[src/rtl/leb128_encoder_pkg.sv]
// Shared types and constants for the LEB128 encoder: state encoding, length limits,
// the continuation-bit mask and operand extension / shift helpers.
package leb128_encoder_pkg;

    typedef enum logic {
        IDLE = 1'b0,
        EMIT = 1'b1
    } state_t;

    localparam logic [3:0] LEB128_MAX32 = 4'd5;
    localparam logic [3:0] LEB128_MAX64 = 4'd10;
    localparam logic [7:0] LEB128_CONT  = 8'h80;

    // An i32 operand occupies the low word; widen it so one termination rule serves both sizes.
    function automatic logic [63:0] extend_operand(input logic [63:0] data,
                                                   input logic        is_signed,
                                                   input logic        is64);
        logic [63:0] res;
        if (is64) begin
            res = data;
        end else if (is_signed) begin
            res = {{32{data[31]}}, data[31:0]};
        end else begin
            res = {32'h0000_0000, data[31:0]};
        end
        return res;
    endfunction

    function automatic logic [63:0] shift7(input logic [63:0] value, input logic is_signed);
        return {{7{value[63] & is_signed}}, value[63:7]};
    endfunction

endpackage

[src/rtl/leb128_encoder_if.sv]
// Request / byte-stream bundle of the LEB128 encoder.
// LEB128_PAD_EN adds the in_pad request field.
interface leb128_encoder_if;
    logic        in_valid;
    logic        in_ready;
    logic [63:0] in_data;
    logic        in_signed;
    logic        in_is64;
`ifdef LEB128_PAD_EN
    logic        in_pad;
`endif
    logic        out_valid;
    logic        out_ready;
    logic [7:0]  out_data;
    logic        out_last;
    logic [3:0]  out_len;

`ifdef LEB128_PAD_EN
    modport master (output in_valid, in_data, in_signed, in_is64, in_pad, out_ready,
                    input  in_ready, out_valid, out_data, out_last, out_len);
    modport slave  (input  in_valid, in_data, in_signed, in_is64, in_pad, out_ready,
                    output in_ready, out_valid, out_data, out_last, out_len);
`else
    modport master (output in_valid, in_data, in_signed, in_is64, out_ready,
                    input  in_ready, out_valid, out_data, out_last, out_len);
    modport slave  (input  in_valid, in_data, in_signed, in_is64, out_ready,
                    output in_ready, out_valid, out_data, out_last, out_len);
`endif
endinterface

[src/rtl/leb128_encoder_term_detect.sv]
// Combinational end-of-sequence detector: decides whether the byte built from
// shreg[6:0] is the final one, for minimal or fixed-length (padded) encodings.
module leb128_term_detect
    import leb128_encoder_pkg::*;
(
    input  logic [63:0] shreg,
    input  logic        is_signed,
    input  logic [3:0]  count,
    input  logic        is64,
    input  logic        pad,
    output logic        last
);

    logic [63:0] rest_s;
    logic        min_last_s;
    logic        pad_last_s;

    // Minimal encoding stops once the remaining bits are pure sign/zero fill of bit 6.
    always_comb begin
        rest_s     = shift7(shreg, is_signed);
        min_last_s = 1'b0;
        if (is_signed) begin
            min_last_s = ((rest_s == 64'h0) && !shreg[6]) ||
                         ((rest_s == 64'hFFFF_FFFF_FFFF_FFFF) && shreg[6]);
        end else begin
            min_last_s = (rest_s == 64'h0);
        end
        pad_last_s = (count == (is64 ? LEB128_MAX64 : LEB128_MAX32));
        if (pad) begin
            last = pad_last_s;
        end else begin
            last = min_last_s;
        end
    end

endmodule

[src/rtl/leb128_encoder.sv]
// Streaming LEB128 encoder: one integer in, its (S|U)LEB128 bytes out on a valid/ready stream.
// Define LEB128_PAD_EN to enable fixed-length padded encodings via in_pad.
module leb128_encoder
    import leb128_encoder_pkg::*;
#(
    parameter int unsigned MAX_BYTES = 10
) (
    input  logic              clk,
    input  logic              reset,
    leb128_encoder_if.slave   bus
);

    state_t      state_r;
    logic [63:0] shreg_r;
    logic        is_signed_r;
    logic        is64_r;
    logic        pad_r;
    logic        in_ready_r;
    logic        out_valid_r;
    logic [7:0]  out_data_r;
    logic        out_last_r;
    logic [3:0]  out_len_r;

    logic        accept_s;
    logic        fire_s;
    logic        in_pad_s;
    logic [63:0] ext_s;
    logic [63:0] shifted_s;
    logic [63:0] td_shreg_s;
    logic [3:0]  td_count_s;
    logic        td_signed_s;
    logic        td_is64_s;
    logic        td_pad_s;
    logic        td_last_s;

`ifdef LEB128_PAD_EN
    assign in_pad_s = bus.in_pad;
`else
    assign in_pad_s = 1'b0;
`endif

    // Present the detector with the byte about to be loaded, so out_last can be registered.
    always_comb begin
        accept_s  = bus.in_valid & in_ready_r;
        fire_s    = out_valid_r & bus.out_ready;
        ext_s     = extend_operand(bus.in_data, bus.in_signed, bus.in_is64);
        shifted_s = shift7(shreg_r, is_signed_r);
        if (state_r == IDLE) begin
            td_shreg_s  = ext_s;
            td_count_s  = 4'd1;
            td_signed_s = bus.in_signed;
            td_is64_s   = bus.in_is64;
            td_pad_s    = in_pad_s;
        end else begin
            td_shreg_s  = shifted_s;
            td_count_s  = (out_len_r >= 4'(MAX_BYTES)) ? out_len_r : out_len_r + 4'd1;
            td_signed_s = is_signed_r;
            td_is64_s   = is64_r;
            td_pad_s    = pad_r;
        end
    end

    leb128_term_detect u_term (
        .shreg     (td_shreg_s),
        .is_signed (td_signed_s),
        .count     (td_count_s),
        .is64      (td_is64_s),
        .pad       (td_pad_s),
        .last      (td_last_s)
    );

    // Control FSM with registered stream outputs; out_len doubles as the byte counter.
    always_ff @(posedge clk or negedge reset) begin
        if (!reset) begin
            state_r     <= IDLE;
            shreg_r     <= 64'h0;
            is_signed_r <= 1'b0;
            is64_r      <= 1'b0;
            pad_r       <= 1'b0;
            in_ready_r  <= 1'b1;
            out_valid_r <= 1'b0;
            out_data_r  <= 8'h00;
            out_last_r  <= 1'b0;
            out_len_r   <= 4'd0;
        end else begin
            case (state_r)
                IDLE: begin
                    if (accept_s) begin
                        shreg_r     <= ext_s;
                        is_signed_r <= bus.in_signed;
                        is64_r      <= bus.in_is64;
                        pad_r       <= in_pad_s;
                        in_ready_r  <= 1'b0;
                        out_valid_r <= 1'b1;
                        out_data_r  <= (td_last_s ? 8'h00 : LEB128_CONT) | {1'b0, ext_s[6:0]};
                        out_last_r  <= td_last_s;
                        out_len_r   <= 4'd1;
                        state_r     <= EMIT;
                    end
                end
                EMIT: begin
                    if (fire_s) begin
                        if (out_last_r) begin
                            in_ready_r  <= 1'b1;
                            out_valid_r <= 1'b0;
                            out_data_r  <= 8'h00;
                            out_last_r  <= 1'b0;
                            out_len_r   <= 4'd0;
                            state_r     <= IDLE;
                        end else begin
                            shreg_r    <= shifted_s;
                            out_data_r <= (td_last_s ? 8'h00 : LEB128_CONT) | {1'b0, shifted_s[6:0]};
                            out_last_r <= td_last_s;
                            out_len_r  <= td_count_s;
                        end
                    end
                end
                default: begin
                    in_ready_r  <= 1'b1;
                    out_valid_r <= 1'b0;
                    out_last_r  <= 1'b0;
                    out_len_r   <= 4'd0;
                    state_r     <= IDLE;
                end
            endcase
        end
    end

    assign bus.in_ready  = in_ready_r;
    assign bus.out_valid = out_valid_r;
    assign bus.out_data  = out_data_r;
    assign bus.out_last  = out_last_r;
    assign bus.out_len   = out_len_r;

endmodule
[src/flat_wrapper.sv]
// flat-port wrapper written by rule: the top's interface ports become plain ports
module leb128_encoder_flat import leb128_encoder_pkg::*;
#(
    parameter int unsigned MAX_BYTES = 10
)
  (clk, reset, bus_in_valid, bus_in_data, bus_in_signed, bus_in_is64, bus_out_ready, bus_in_ready, bus_out_valid, bus_out_data, bus_out_last, bus_out_len);
  leb128_encoder_if bus_i ();
  input  logic clk;
  input  logic reset;
  input wire logic [$bits(bus_i.in_valid)-1:0] bus_in_valid;
  input wire logic [$bits(bus_i.in_data)-1:0] bus_in_data;
  input wire logic [$bits(bus_i.in_signed)-1:0] bus_in_signed;
  input wire logic [$bits(bus_i.in_is64)-1:0] bus_in_is64;
  input wire logic [$bits(bus_i.out_ready)-1:0] bus_out_ready;
  output wire logic [$bits(bus_i.in_ready)-1:0] bus_in_ready;
  output wire logic [$bits(bus_i.out_valid)-1:0] bus_out_valid;
  output wire logic [$bits(bus_i.out_data)-1:0] bus_out_data;
  output wire logic [$bits(bus_i.out_last)-1:0] bus_out_last;
  output wire logic [$bits(bus_i.out_len)-1:0] bus_out_len;
  assign bus_i.in_valid = bus_in_valid;
  assign bus_i.in_data = bus_in_data;
  assign bus_i.in_signed = bus_in_signed;
  assign bus_i.in_is64 = bus_in_is64;
  assign bus_i.out_ready = bus_out_ready;
  assign bus_in_ready = bus_i.in_ready;
  assign bus_out_valid = bus_i.out_valid;
  assign bus_out_data = bus_i.out_data;
  assign bus_out_last = bus_i.out_last;
  assign bus_out_len = bus_i.out_len;
  leb128_encoder #(.MAX_BYTES(MAX_BYTES)) u_core (.clk(clk), .reset(reset), .bus(bus_i));
endmodule
[config.mk]
export PLATFORM = sky130hd
export DESIGN_NAME = leb128_encoder_flat
export DESIGN_NICKNAME = d
export VERILOG_FILES = /design/src/rtl/leb128_encoder_pkg.sv /design/src/rtl/leb128_encoder_if.sv /design/src/rtl/leb128_encoder_term_detect.sv /design/src/rtl/leb128_encoder.sv /design/src/flat_wrapper.sv
export SDC_FILE = /design/constraint.sdc
export NUM_CORES = 1
export LEC_CHECK = 0
export BUFFER_PORTS_ARGS = -buffer_cell sky130_fd_sc_hd__buf_2
export CORE_UTILIZATION = 35
export DETAILED_ROUTE_END_ITERATION = 16
export GPL_TIMING_DRIVEN = 0
export RECOVER_POWER = 25
export SKIP_LAST_GASP = 1
export SLEW_MARGIN = 15
export SYNTH_ARGS = -nofsm -noshare
export SYNTH_HDL_FRONTEND = slang
export SYNTH_SLANG_ARGS = --single-unit
export TNS_END_PERCENT = 1
[constraint.sdc]
create_clock -name clk -period 2.36 [get_ports clk]
set_clock_uncertainty 0.2 [all_clocks]
set_input_delay 0.118 -clock clk [delete_from_list [all_inputs] [get_ports clk]]
set_output_delay 0.118 -clock clk [all_outputs]
set_load 0.02 [all_outputs]
-- Word-level counts from Yosys, hierarchy flattened
Index checks and enable logic that the tools add are counted.
- input port bits: 70
- logic and storage cells: 68
- register bits after elaboration: 81
- multiplexer cells: 35
- $add $sub $neg: 1
- magnitude comparators: 1
- equal/unequal tests: 6
- reductions and logical operators: 10
- bitwise logic cells: 7
- operators with widths (cell ; count):
    64-bit two-way mux ; 6
    64-bit case mux with 2 select lines ; 1
    64-bit == test (second input constant) ; 1
    64-bit zero test ; 1
    8-bit two-way mux ; 4
    4-bit two-way mux ; 4
    8-bit by 7-bit OR with 8-bit output ; 2
    8-bit case mux with 2 select lines ; 1
    1-bit two-way mux ; 14
    3-bit AND reduction ; 3
    1-bit case mux with 2 select lines ; 4
    4-bit case mux with 2 select lines ; 1
    2-bit != test (second input constant) ; 3
    4-bit by 1-bit adder with 4-bit output (second input constant) ; 1
    1-bit bitwise AND ; 4
    4-bit greater-or-equal comparator (second input constant) ; 1
    4-bit != test (second input constant) ; 1
    2-bit AND reduction ; 2
    1-bit logical AND ; 2
    2-bit by 1-bit != test with 1-bit output (second input constant) ; 1
    1-bit zero test ; 1
    1-bit logical OR ; 1
    1-bit inverter ; 1

-- Longest topological paths before layout
Gate-level depths: netlist of the first run.
- depth in word-level cells: 13
- gate-level depth with buffers: 9
- depth with buffers taken out: 7

-- Cells and area by module
A second synthesis of the first run with hierarchy kept.
- cell total of the unflattened synthesis: 422
- area, all modules: 4335.4 um^2
- by module, submodules not included (module ; cells an instance ; sequential area each (um^2) ; area an instance (um^2) ; instances):
    leb128_encoder ; 377 ; 1878.1 ; 4018.9 ; 1
    leb128_term_detect ; 45 ; 0.0 ; 316.6 ; 1

-- Worst setup path after synthesis of the first run
OpenSTA, ideal clock, no wires.
- kind: flip-flop to flip-flop
- from: register u_core.state_r
- to: register u_core.out_data_r[7], in the netlist u_core.bus.out_data[7]
- setup time: 0.121 ns
- arrival time: 1.754 ns
- path buffers: 2
- setup slack: 0.285 ns
- cell stages (with the launch flop): 10
- clock period less this slack: 2.075 ns
- required time: 2.039 ns
- cell sequence: dfrtp_1 buf_6 buf_6 a21oi_1 a2bb2oi_1 nor4_1 nand4_1 nor4_1 a41oi_1 a22o_1
- cells in the longest elaborated chain, start to end: 11
- elaborated cells on any way between the ends: 21
- those cells by class: eq/ne (3); mux (8); bitwise (4); reduce/logical (6)
- ends and longest elaborated chain (element ; RTL line ; RTL):
    start: declaration ; leb128_encoder.sv:13 ; state_t state_r;
    start signal: assignment ; leb128_encoder.sv:75 ; state_r <= IDLE;
    start signal: assignment ; leb128_encoder.sv:98 ; state_r <= EMIT;
    start signal: assignment ; leb128_encoder.sv:109 ; state_r <= IDLE;
    64-bit two-way mux or 1-bit two-way mux (tied branches) ; leb128_encoder.sv:48 ; if (state_r == IDLE) begin
    1-bit bitwise AND ; leb128_encoder_pkg.sv:30 ; return {{7{value[63] & is_signed}}, value[63:7]};
    64-bit == test or 64-bit zero test (tied branches) ; leb128_encoder_term_detect.sv:24, leb128_encoder_term_detect.sv:23, leb128_encoder_term_detect.sv:26 ;
    1-bit logical AND, on equally long branches ; leb128_encoder_term_detect.sv:24, leb128_encoder_term_detect.sv:23 ;
    1-bit logical OR ; leb128_encoder_term_detect.sv:23 ; min_last_s = ((rest_s == 64'h0) && !shreg[6]) ||
    1-bit two-way mux ; leb128_encoder_term_detect.sv:22 ; if (is_signed) begin
    8-bit two-way mux ; leb128_encoder.sv:95, leb128_encoder.sv:112 ;
    8-bit by 7-bit OR with 8-bit output ; leb128_encoder.sv:112 ; out_data_r <= (td_last_s ? 8'h00 : LEB128_CONT) | {1'b0, shifted_s[6:0]};
    8-bit two-way mux ; leb128_encoder.sv:103 ; if (out_last_r) begin
    8-bit two-way mux ; leb128_encoder.sv:102 ; if (fire_s) begin
    8-bit case mux with 2 select lines ; leb128_encoder.sv:86 ; case (state_r)
    end signal: assignment ; leb128_encoder.sv:95 ; out_data_r <= (td_last_s ? 8'h00 : LEB128_CONT) | {1'b0, ext_s[6:0]};
    end signal: assignment ; leb128_encoder.sv:112 ;
    end: declaration ; leb128_encoder.sv:20 ; logic [7:0] out_data_r;
Several ways; a longest one is shown, not always the timed one. The select of a mux whose other input is x is not followed.
A chain may end at the register's enable or synchronous reset.

-- Final worst setup path of the first run
Ends and elaborated chain as after synthesis.

==> results of run 1 <==
power by group:
part	leakage [nW]	internal (mW)	switching, mW
combinational	1.61	0.0989	0.107
clock	0.147	0.823	0.569
sequential	1.02	1.27	0
worst min-delay path, delay by kind of cell:
kind / cells / cell delay, ns
compound gates: 2 / 0.23
simple gates: 2 / 0.12
buf+inv: 1 / 0.10
stage by stage:
step | cells | setup slack, ns
floorplan | 483 | 0.285
global placement | 709 | -0.238
detailed placement | 710 | -0.246
CTS | 766 | -0.0174
global route | 770 | -0.147
finish | 770 | -0.0713
area by class of cell:
cell class / instances / area share, %
inverter: 3 / 0.242
tap: 143 / 3.15
clock inverter: 6 / 1.17
sequential: 74 / 32.6
buffer: 32 / 3.67
multi-input combinational: 374 / 40.1
timing repair buffer: 128 / 15.0
clock buffer: 10 / 4.03
metal layers:
metal / routed length (um) / global-route usage, % / share of wire (%)
met1: 6000 / 32.1 / 41
met2: 6990 / 41.9 / 48
met3: 1140 / 5.17 / 7.8
met4: 395 / 11.1 / 2.7
met5: 0 / 0 / 0
cell families after synthesis:
logic type               Yosys count
multiplexers                      22
AND/OR/NAND/NOR                  218
buffers and inverters             35
XOR/XNOR                           1
adder cells (fa/ha/maj)            2
flip-flops                        74
AO/OA/AOI/OAI                    131
cells in the mapped netlist, types with 2 or more instances:
cell and count:
a21o_1 2, a21oi_1 33, a221oi_1 6, a22o_1 3, a2bb2oi_1 19, a31oi_1 7
a41oi_1 2, and2_1 5, and3_1 4, buf_1 3, buf_2 10, buf_4 2
buf_6 3, clkbuf_1 14, dfrtp_1 73, ha_1 2, inv_1 2, mux2i_1 22
nand2_1 123, nand3_1 12, nand4_1 10, nand4b_1 3, nor2_1 32, nor2b_1 2
nor3_1 5, nor4_1 17, o21ai_0 38, o22ai_1 4, o31ai_1 7, or4_1 2
sequential cells by signal (all words and copies together), names as in the netlist:
name                  flops
u_core.bus.in_ready       1
u_core.is_signed_r        1
u_core.shreg_r           57
u_core.bus.out_data       8
u_core.state_r            1
u_core.bus.out_len        4
u_core.bus.out_last       1
u_core.bus.out_valid      1
what timing repair did:
item                       4_1_cts  5_1_grt
resized for setup               18       38
hold endpoints to repair       113        0
hold buffers                    40        0
setup endpoints to repair       29       60
buffers inserted                 0        4
pin swaps                        7        9
cloned                           0        0
final timing paths:
kind	startpoint	endpoint	slack, ns	cells past startpoint
min in group asynchronous	reset	u_core.bus.out_len[3]	0.43	2
max in group asynchronous	reset	u_core.bus.in_ready	0.43	3
worst min-delay path	bus_in_data[48]	u_core.shreg_r[48]	0.07	5
worst min register to register	u_core.shreg_r[40]	u_core.shreg_r[40]	0.27	2
worst max register to register	u_core.state_r	u_core.bus.out_data[7]	-0.07	9
worst max-delay path	u_core.state_r	u_core.bus.out_data[7]	-0.07	9
==> impl_metrics.json, run 1 <==
{
  "die_area_mm2": 0.0122,
  "cts_tree": "done",
  "synthMuxAreaShare_pct": 5.36,
  "cp_slowest_stage_delay_ns": 0.44,
  "crit_fanout": 10,
  "synthFlopType": "dfrtp_1",
  "antennaDiodeCount": 0,
  "place_congestion": 0.915,
  "synthesis.nets": 555,
  "cp_cell_sequence": "buf_8 > buf_12 > a21oi_4 > a2bb2oi_4 > nor4_4 > nand4_1 > nor4_2 > a41oi_2 > a22o_1",
  "synth_compound_area_share_pct": 20.6,
  "overflow": 0,
  "netlist_top_cells_area": "dfrtp_1, nand2_1, mux2i_1",
  "rows": 39,
  "numCtsBuffers": 9,
  "die_w_um": 110,
  "post-route-period-util_pct": 103,
  "hp-class": "in2reg",
  "hpwl_mm": 10.2,
  "ys_warn_count": 0,
  "cts_buffer_depth": 2,
  "path_class": "reg2reg",
  "synth-xor-area-share_pct": 0.213,
  "slew_violations": 0,
  "rsz0062_at_grt": "true",
  "vias_per_cell": 5.71,
  "grt_max_degree": 51,
  "multi_input_area_mm2": 0.00228,
  "synth_cell_types": 46,
  "ys_seq_area_share_pct": 45.1,
  "synth_area_leader_cell": "dfrtp_1",
  "cp.required_ns": 2.40,
  "power.total_mw": 2.87,
  "clockRootBuffer": "clkbuf_16",
  "ir_worst_vdd_uv": 507,
  "drt_iter0_drc": 374,
  "yosys.area_share.adder_pct": 0.610,
  "crit_slowest_cell": "dfrtp_2",
  "dpl_cell_area_mm2": 0.00473,
  "seq_area_mm2": 0.00185,
  "io_buffers": 83,
  "ios": 85,
  "synthesis.area_mm2": 0.00411,
  "fp.dieH_um": 110,
  "insertion_delay_ns": 0.35,
  "cp.arrival_ns": 2.47,
  "hold_violations": 0,
  "endpoint_kind": "register",
  "antenna_found_initial": 0,
  "post-route-drc-count": 2,
  "avgSynthCellArea_um2": 8.50,
  "grt_usage_pct": 25.4,
  "p_per_area_mw_per_mm2": 504,
  "cp_num_buf_inv": 2,
  "fillers": 1114,
  "yosys.area_share.simple_pct": 23.8,
  "grt_pass1_vias": 4455,
  "max_cap_viol_count": 0,
  "period_minus_slack_ns": 2.43,
  "ant_nets": 0,
  "htree_levels": 3,
  "setup_slack_ns": -0.0713,
  "clock-sinks": 74,
  "max_freq_mhz": 411,
  "synth_top_family_by_area": "simple AND/OR/NAND/NOR gates",
  "drive_gt1_share_pct": 25.0,
  "synth_seq_cells": 74,
  "yosysTopAreaCellShare_pct": 44.5,
  "final_common_cell": "nand2_1",
  "routed_wl_mm": 14.5,
  "violations": "design-rule violations, negative setup slack",
  "synth_cells": 483,
  "final_cell_mix": "nand2_1, buf_2, dfrtp_1, dlygate4sd3_1, o21ai_0",
  "worstSetupStartpointType": "register",
  "relSlewSlack_pct": 8.43,
  "nets": 694,
  "setup_viol": 2,
  "vias": 4395,
  "syn2layout_area_growth_pct": 38.6,
  "fin_tns_setup_ns": -0.0838,
  "drt-pass1-iter-count": 12,
  "fin_util_pct": 49.8,
  "synth-async-reset-ratio_pct": 100,
  "core_area_mm2": 0.0114,
  "status": "finished, violations left",
  "wl_per_cell_um": 18.9,
  "start_util_pct": 36.0,
  "critPathTopFamily": "simple AND/OR/NAND/NOR gates",
  "synth_edf_count": 0,
  "worst_pin_slew_ns": 1.37,
  "clk_pin_slew_ns": 0.06,
  "fin_area_mm2": 0.00569,
  "grt_pass1_wl_mm": 23.1,
  "hold_ws_ns": 0.0660,
  "p_leak_nw": 2.77
}
Power figures use the tool's default switching activity.
==> run 2, diff against run 1 <==
--- a/config.mk
+++ b/config.mk
@@ -6,10 +6,12 @@
 export NUM_CORES = 1
 export LEC_CHECK = 0
 export BUFFER_PORTS_ARGS = -buffer_cell sky130_fd_sc_hd__buf_2
+export CAP_MARGIN = 25
 export CORE_UTILIZATION = 35
 export DETAILED_ROUTE_END_ITERATION = 16
 export GPL_TIMING_DRIVEN = 0
-export RECOVER_POWER = 25
+export PLACE_DENSITY_LB_ADDON = 0.05
+export RECOVER_POWER = 50
 export SKIP_LAST_GASP = 1
 export SLEW_MARGIN = 15
 export SYNTH_ARGS = -nofsm -noshare
==> run 2 against run 1 <==
  * The flow finishes with violations (negative setup slack)
  * Register-to-register slack better by 0.02 ns
  * Final area up 0.13%
  * Global-route usage up 0.81 points
  * First-iteration DRC count down 21%
  * Sequential power about the same
  * Highest routed layer unchanged
==> impl_metrics.json, run 2 (synthesis results as in run 1) <==
{
  "status": "finished, violations left",
  "violations": "negative setup slack",
  "power_frac_clock_pct": 50.8,
  "place_congestion": 0.899,
  "seq_area_mm2": 0.00185,
  "die_w_um": 110,
  "ios": 85,
  "drt_iter0_drc": 296,
  "routed_wl_mm": 15.2,
  "ir_worst_vdd_uv": 399,
  "rsz0062_at_grt": "true",
  "worstSetupStartpointType": "register",
  "vias": 4293,
  "clockRootBuffer": "clkbuf_16",
  "fp.dieH_um": 110,
  "pre_cts_ws_ns": -0.360,
  "cts_buffer_depth": 2,
  "p_leak_nw": 2.77,
  "power_frac_seq_pct": 42.3,
  "max_cap_viol_count": 0,
  "grt_pass1_vias": 4205,
  "endpoint_kind": "register",
  "setup_viol": 1,
  "slew_violations": 0,
  "hp-class": "in2reg",
  "combPwrFrac_pct": 6.9,
  "largest_register_ff_count": 57,
  "numCtsBuffers": 9,
  "post-route-period-util_pct": 102,
  "antennaDiodeCount": 0,
  "fillers": 1170,
  "vias_per_cell": 5.55,
  "crit_fanout": 9,
  "io_buffers": 83,
  "antenna_found_initial": 0,
  "multi_input_area_mm2": 0.00225,
  "hpwl_mm": 10.8,
  "swShare_pct": 23.3,
  "grt_usage_pct": 26.2,
  "top_register": "u_core.shreg_r",
  "final_cells": 773,
  "grt_max_degree": 41,
  "grt_pass1_wl_mm": 23.0,
  "hold_violations": 0,
  "core_area_mm2": 0.0114,
  "nets": 697,
  "rows": 39,
  "htree_levels": 3,
  "placed_cells": 710,
  "start_util_pct": 36.0,
  "syn2layout_area_growth_pct": 38.7,
  "drt-pass1-iter-count": 5,
  "relSlewSlack_pct": 40.0,
  "max_freq_mhz": 414,
  "overflow": 0,
  "drive_gt1_share_pct": 24.8,
  "hold_ws_ns": 0.0532,
  "period_minus_slack_ns": 2.41,
  "cp.arrival_ns": 2.46,
  "final_cell_mix": "nand2_1, buf_2, dfrtp_1, dlygate4sd3_1, o21ai_0",
  "clk_pin_slew_ns": 0.06,
  "cts_tree": "done",
  "final_common_cell": "nand2_1",
  "power.switching_uw": 699,
  "ant_nets": 0,
  "die_area_mm2": 0.0122,
  "cp.required_ns": 2.41,
  "path_class": "reg2reg",
  "post-route-drc-count": 0,
  "clock-sinks": 74,
  "wl_per_cell_um": 19.7,
  "p_per_area_mw_per_mm2": 526,
  "insertion_delay_ns": 0.35,
  "setup_slack_ns": -0.0530,
  "fin_tns_setup_ns": -0.0530,
  "p_int_mw": 2.30,
  "worst_pin_slew_ns": 0.900
}
-- run 2: changes by cell type in the layout (fill, tap and decap cells not counted), moves of 2 or more --
| cell | delta |
|---|---|
| a2bb2oi_2 | +4 |
| dlygate4sd3_1 | +2 |
| a2bb2oi_1 | -3 |
| clkbuf_4 | +3 |
| a221oi_1 | +2 |
| a221oi_2 | -2 |
-- run 2: layout make-up --
type	instances	share of cell area (%)
Buffer	32	3.51
Timing Repair Buffer	131	15.4
Sequential cell	74	32.6
Multi-Input combinational cell	374	39.5
Clock inverter	6	1.58
Inverter	3	0.242
Clock buffer	10	4.02
Tap cell	143	3.14
-- run 2: critical path: stages, from the launching register on --
cell	delay (ns)
dfrtp_2	0.45
buf_6	0.15
buf_12	0.14
a21oi_4	0.14
a2bb2oi_4	0.09
nor4_2	0.30
nand4_1	0.20
nor4_1	0.27
a41oi_1	0.12
a22o_1	0.22
-- run 2: worst paths after layout --
path | startpoint | cells past startpoint | end | slack (ns)
worst max-delay path | u_core.state_r | 9 | u_core.bus.out_data[7] | -0.05
worst min-delay path | bus_in_data[35] | 4 | u_core.shreg_r[35] | 0.05
worst max register to register | u_core.state_r | 9 | u_core.bus.out_data[7] | -0.05
worst min register to register | u_core.shreg_r[44] | 2 | u_core.shreg_r[44] | 0.27
max in group asynchronous | reset | 3 | u_core.shreg_r[35] | 0.55
min in group asynchronous | reset | 2 | u_core.bus.out_len[2] | 0.22
-- run 2: power by group through the flow --
stage / combinational (mW) / clock (mW) / sequential, mW
global route: 0.225 / 1.60 / 1.27
CTS: 0.206 / 1.54 / 1.27
detailed placement: 0.153 / 0 / 1.29
global placement: 0.146 / 0 / 1.29
finish: 0.207 / 1.52 / 1.27
floorplan: 0.0269 / 0 / 1.29
-- run 2: per-stage QoR --
step	utilization (%)	cell area (um^2)	power [mW]
CTS	48.0	5480	3.02
global placement	41.2	4700	1.44
floorplan	-	4110	1.32
global route	49.9	5700	3.10
detailed placement	41.4	4730	1.44
finish	49.9	5700	3.00
-- run 2: timing repair --
action	4_1_cts	5_1_grt
setup buffers	0	4
hold buffers	42	0
hold endpoints to repair	113	0
resized for setup	3	52
cloned	0	1
setup endpoints to repair	67	67
pin swaps	0	9
-- run 2: layer usage --
layer / vias to the layer above / wire [um] / global-route usage, %
li1: 2034 / - / -
met1: 2063 / 6760 / 34.2
met5: - / 0 / 0
met3: 38 / 781 / 5.11
met2: 158 / 7220 / 41.7
met4: 0 / 466 / 11.9
==> run 3, diff against run 2 <==
--- a/config.mk
+++ b/config.mk
@@ -7,6 +7,7 @@
 export LEC_CHECK = 0
 export BUFFER_PORTS_ARGS = -buffer_cell sky130_fd_sc_hd__buf_2
 export CAP_MARGIN = 25
+export CORE_MARGIN = 4
 export CORE_UTILIZATION = 35
 export DETAILED_ROUTE_END_ITERATION = 16
 export GPL_TIMING_DRIVEN = 0
@@ -17,4 +18,3 @@
 export SYNTH_ARGS = -nofsm -noshare
 export SYNTH_HDL_FRONTEND = slang
 export SYNTH_SLANG_ARGS = --single-unit
-export TNS_END_PERCENT = 1
==> run 3 against run 2 <==
  * The run still ends with negative setup slack left
  * Die area grew 11%
  * Largest cell class unchanged
  * Critical endpoint unchanged
  * Sequential power about the same
  * Core utilization decreased by 0.35 points
  * Sequential share of layout area up 0.093 points
  * Wire length grew 3.1%
  * Largest power group unchanged
==> impl_metrics.json, run 3 (synthesis results as in run 1) <==
{
  "cp-startpoint": "u_core.state_r",
  "hp-class": "in2reg",
  "clk_pin_slew_ns": 0.06,
  "place_congestion": 0.924,
  "top_layer": "met4",
  "drive_gt1_share_pct": 25.4,
  "slew_violations": 0,
  "grt_usage_pct": 24.0,
  "cts_buffer_depth": 2,
  "fin_tns_setup_ns": -0.0324,
  "violations": "negative setup slack",
  "nets": 697,
  "setup_viol": 1,
  "core_area_mm2": 0.0115,
  "hold_ws_ns": 0.0609,
  "cts_tree": "done",
  "wl_met3_mm": 1.13,
  "ant_nets": 0,
  "crit_fanout": 8,
  "post-route-period-util_pct": 101,
  "die_w_um": 116,
  "largest_register_ff_count": 57,
  "fillers": 1144,
  "rsz0062_at_grt": "true",
  "hold_depth": 4,
  "final_cells": 773,
  "relSlewSlack_pct": 3.64,
  "clock-sinks": 74,
  "start_util_pct": 35.8,
  "post-route-drc-count": 0,
  "crit_slowest_cell": "dfrtp_2",
  "cp_num_buf_inv": 2,
  "max_freq_mhz": 418,
  "grt_pass1_vias": 4450,
  "worst_pin_slew_ns": 1.45,
  "vias_per_cell": 5.68,
  "drt-pass1-iter-count": 5,
  "ios": 85,
  "overflow": 0,
  "die_area_mm2": 0.0135,
  "antennaDiodeCount": 0,
  "multi_input_area_mm2": 0.00228,
  "r2r-start": "u_core.state_r",
  "drt_iter0_drc": 320,
  "cp_cell_sequence": "buf_6 > buf_12 > a21oi_4 > a2bb2oi_4 > nor4_4 > nand4_1 > nor4_2 > a41oi_2 > a22o_1",
  "placed_cells": 710,
  "max_cap_viol_count": 0,
  "hold_violations": 0,
  "worstSetupStartpointType": "register",
  "rows": 39,
  "r2r_slack_ns": -0.03,
  "clockRootBuffer": "clkbuf_16",
  "hpwl_mm": 11.2,
  "grt_pass1_wl_mm": 24.5,
  "ir_worst_vdd_uv": 510,
  "p_leak_nw": 2.76,
  "cp.required_ns": 2.40,
  "setup_slack_ns": -0.0324,
  "wl_met1_mm": 6.88,
  "final_cell_mix": "nand2_1, buf_2, dfrtp_1, dlygate4sd3_1, o21ai_0",
  "final_common_cell": "nand2_1",
  "insertion_delay_ns": 0.34,
  "grt_max_degree": 53,
  "antenna_found_initial": 0,
  "vias": 4390,
  "fp.dieH_um": 116,
  "top_register": "u_core.shreg_r",
  "endpoint_kind": "register",
  "r2r-end": "u_core.bus.out_data[7]",
  "met2_length_mm": 7.16,
  "cp_slowest_stage_delay_ns": 0.44,
  "worst-r2r-cell-count": 9,
  "status": "finished, violations left",
  "numCtsBuffers": 9,
  "routed_wl_mm": 15.7,
  "critPathTopFamily": "simple AND/OR/NAND/NOR gates",
  "syn2layout_area_growth_pct": 38.3,
  "p_per_area_mw_per_mm2": 492,
  "htree_levels": 3,
  "min_from": "bus_in_data[63]",
  "cp.arrival_ns": 2.43,
  "pre_cts_ws_ns": -0.358,
  "period_minus_slack_ns": 2.39,
  "seq_area_mm2": 0.00185,
  "wl_per_cell_um": 20.3,
  "path_class": "reg2reg",
  "io_buffers": 83,
  "min_to": "u_core.shreg_r[63]"
}
[run 3: worst reg2reg max path: cells and delay by family, from the launching register on]
kind | cells | cell delay, ns
AOI/OAI and AO/OA | 4 | 0.54
buffers and inverters | 2 | 0.29
DFF | 1 | 0.44
and+or+nand+nor | 3 | 0.83
[run 3: timing repair]
action                                  in CTS  in global routing
buffers inserted                             0                  5
gates resized for setup                     19                 42
gates cloned                                 0                  1
hold buffers                                41                  0
pin swaps                                    4                  9
endpoints found under the setup margin      58                 65
endpoints found under the hold margin      114                  0
[run 3: worst max-delay path by stage]
stage          cells past startpoint  slack, ns                endpoint
6_report                           9      -0.03  u_core.bus.out_data[7]
5_1_grt                            9      -0.15  u_core.bus.out_data[7]
4_1_cts                            7       -0.1  u_core.bus.out_data[7]
3_5_place_dp                       7      -0.36  u_core.bus.out_data[7]
3_3_place_gp                       7      -0.39  u_core.bus.out_data[7]
2_1_floorplan                      9       0.28  u_core.bus.out_data[7]
[run 3: power breakdown]
part / total [mW] / switching (mW) / leakage [nW] / internal, mW
sequential: 1.27 / 0 / 1.02 / 1.27
clock: 1.31 / 0.549 / 0.139 / 0.765
combinational: 0.209 / 0.110 / 1.60 / 0.0989
[run 3: area by class of cell]
| type | instances | share of cell area, % |
|---|---|---|
| Tap cell | 143 | 3.15 |
| Clock inverter | 3 | 0.264 |
| Timing Repair Buffer | 131 | 15.5 |
| Clock buffer | 13 | 4.58 |
| Multi-Input combinational cell | 374 | 40.1 |
| Buffer | 32 | 3.59 |
| Sequential cell | 74 | 32.7 |
| Inverter | 3 | 0.198 |
[run 3: per-stage QoR]
stage	area, um^2	power (mW)	utilization (%)
floorplan	4110	1.32	-
global placement	4700	1.44	41.0
detailed placement	4730	1.44	41.2
CTS	5480	2.82	47.8
global route	5680	2.89	49.5
finish	5680	2.79	49.5
[run 3: metal layers]
layer,up-vias,GRT usage (%)
met5,-,0
met4,0,9.36
li1,2039,-
met1,2093,32.5
met3,44,5.65
met2,214,37.3
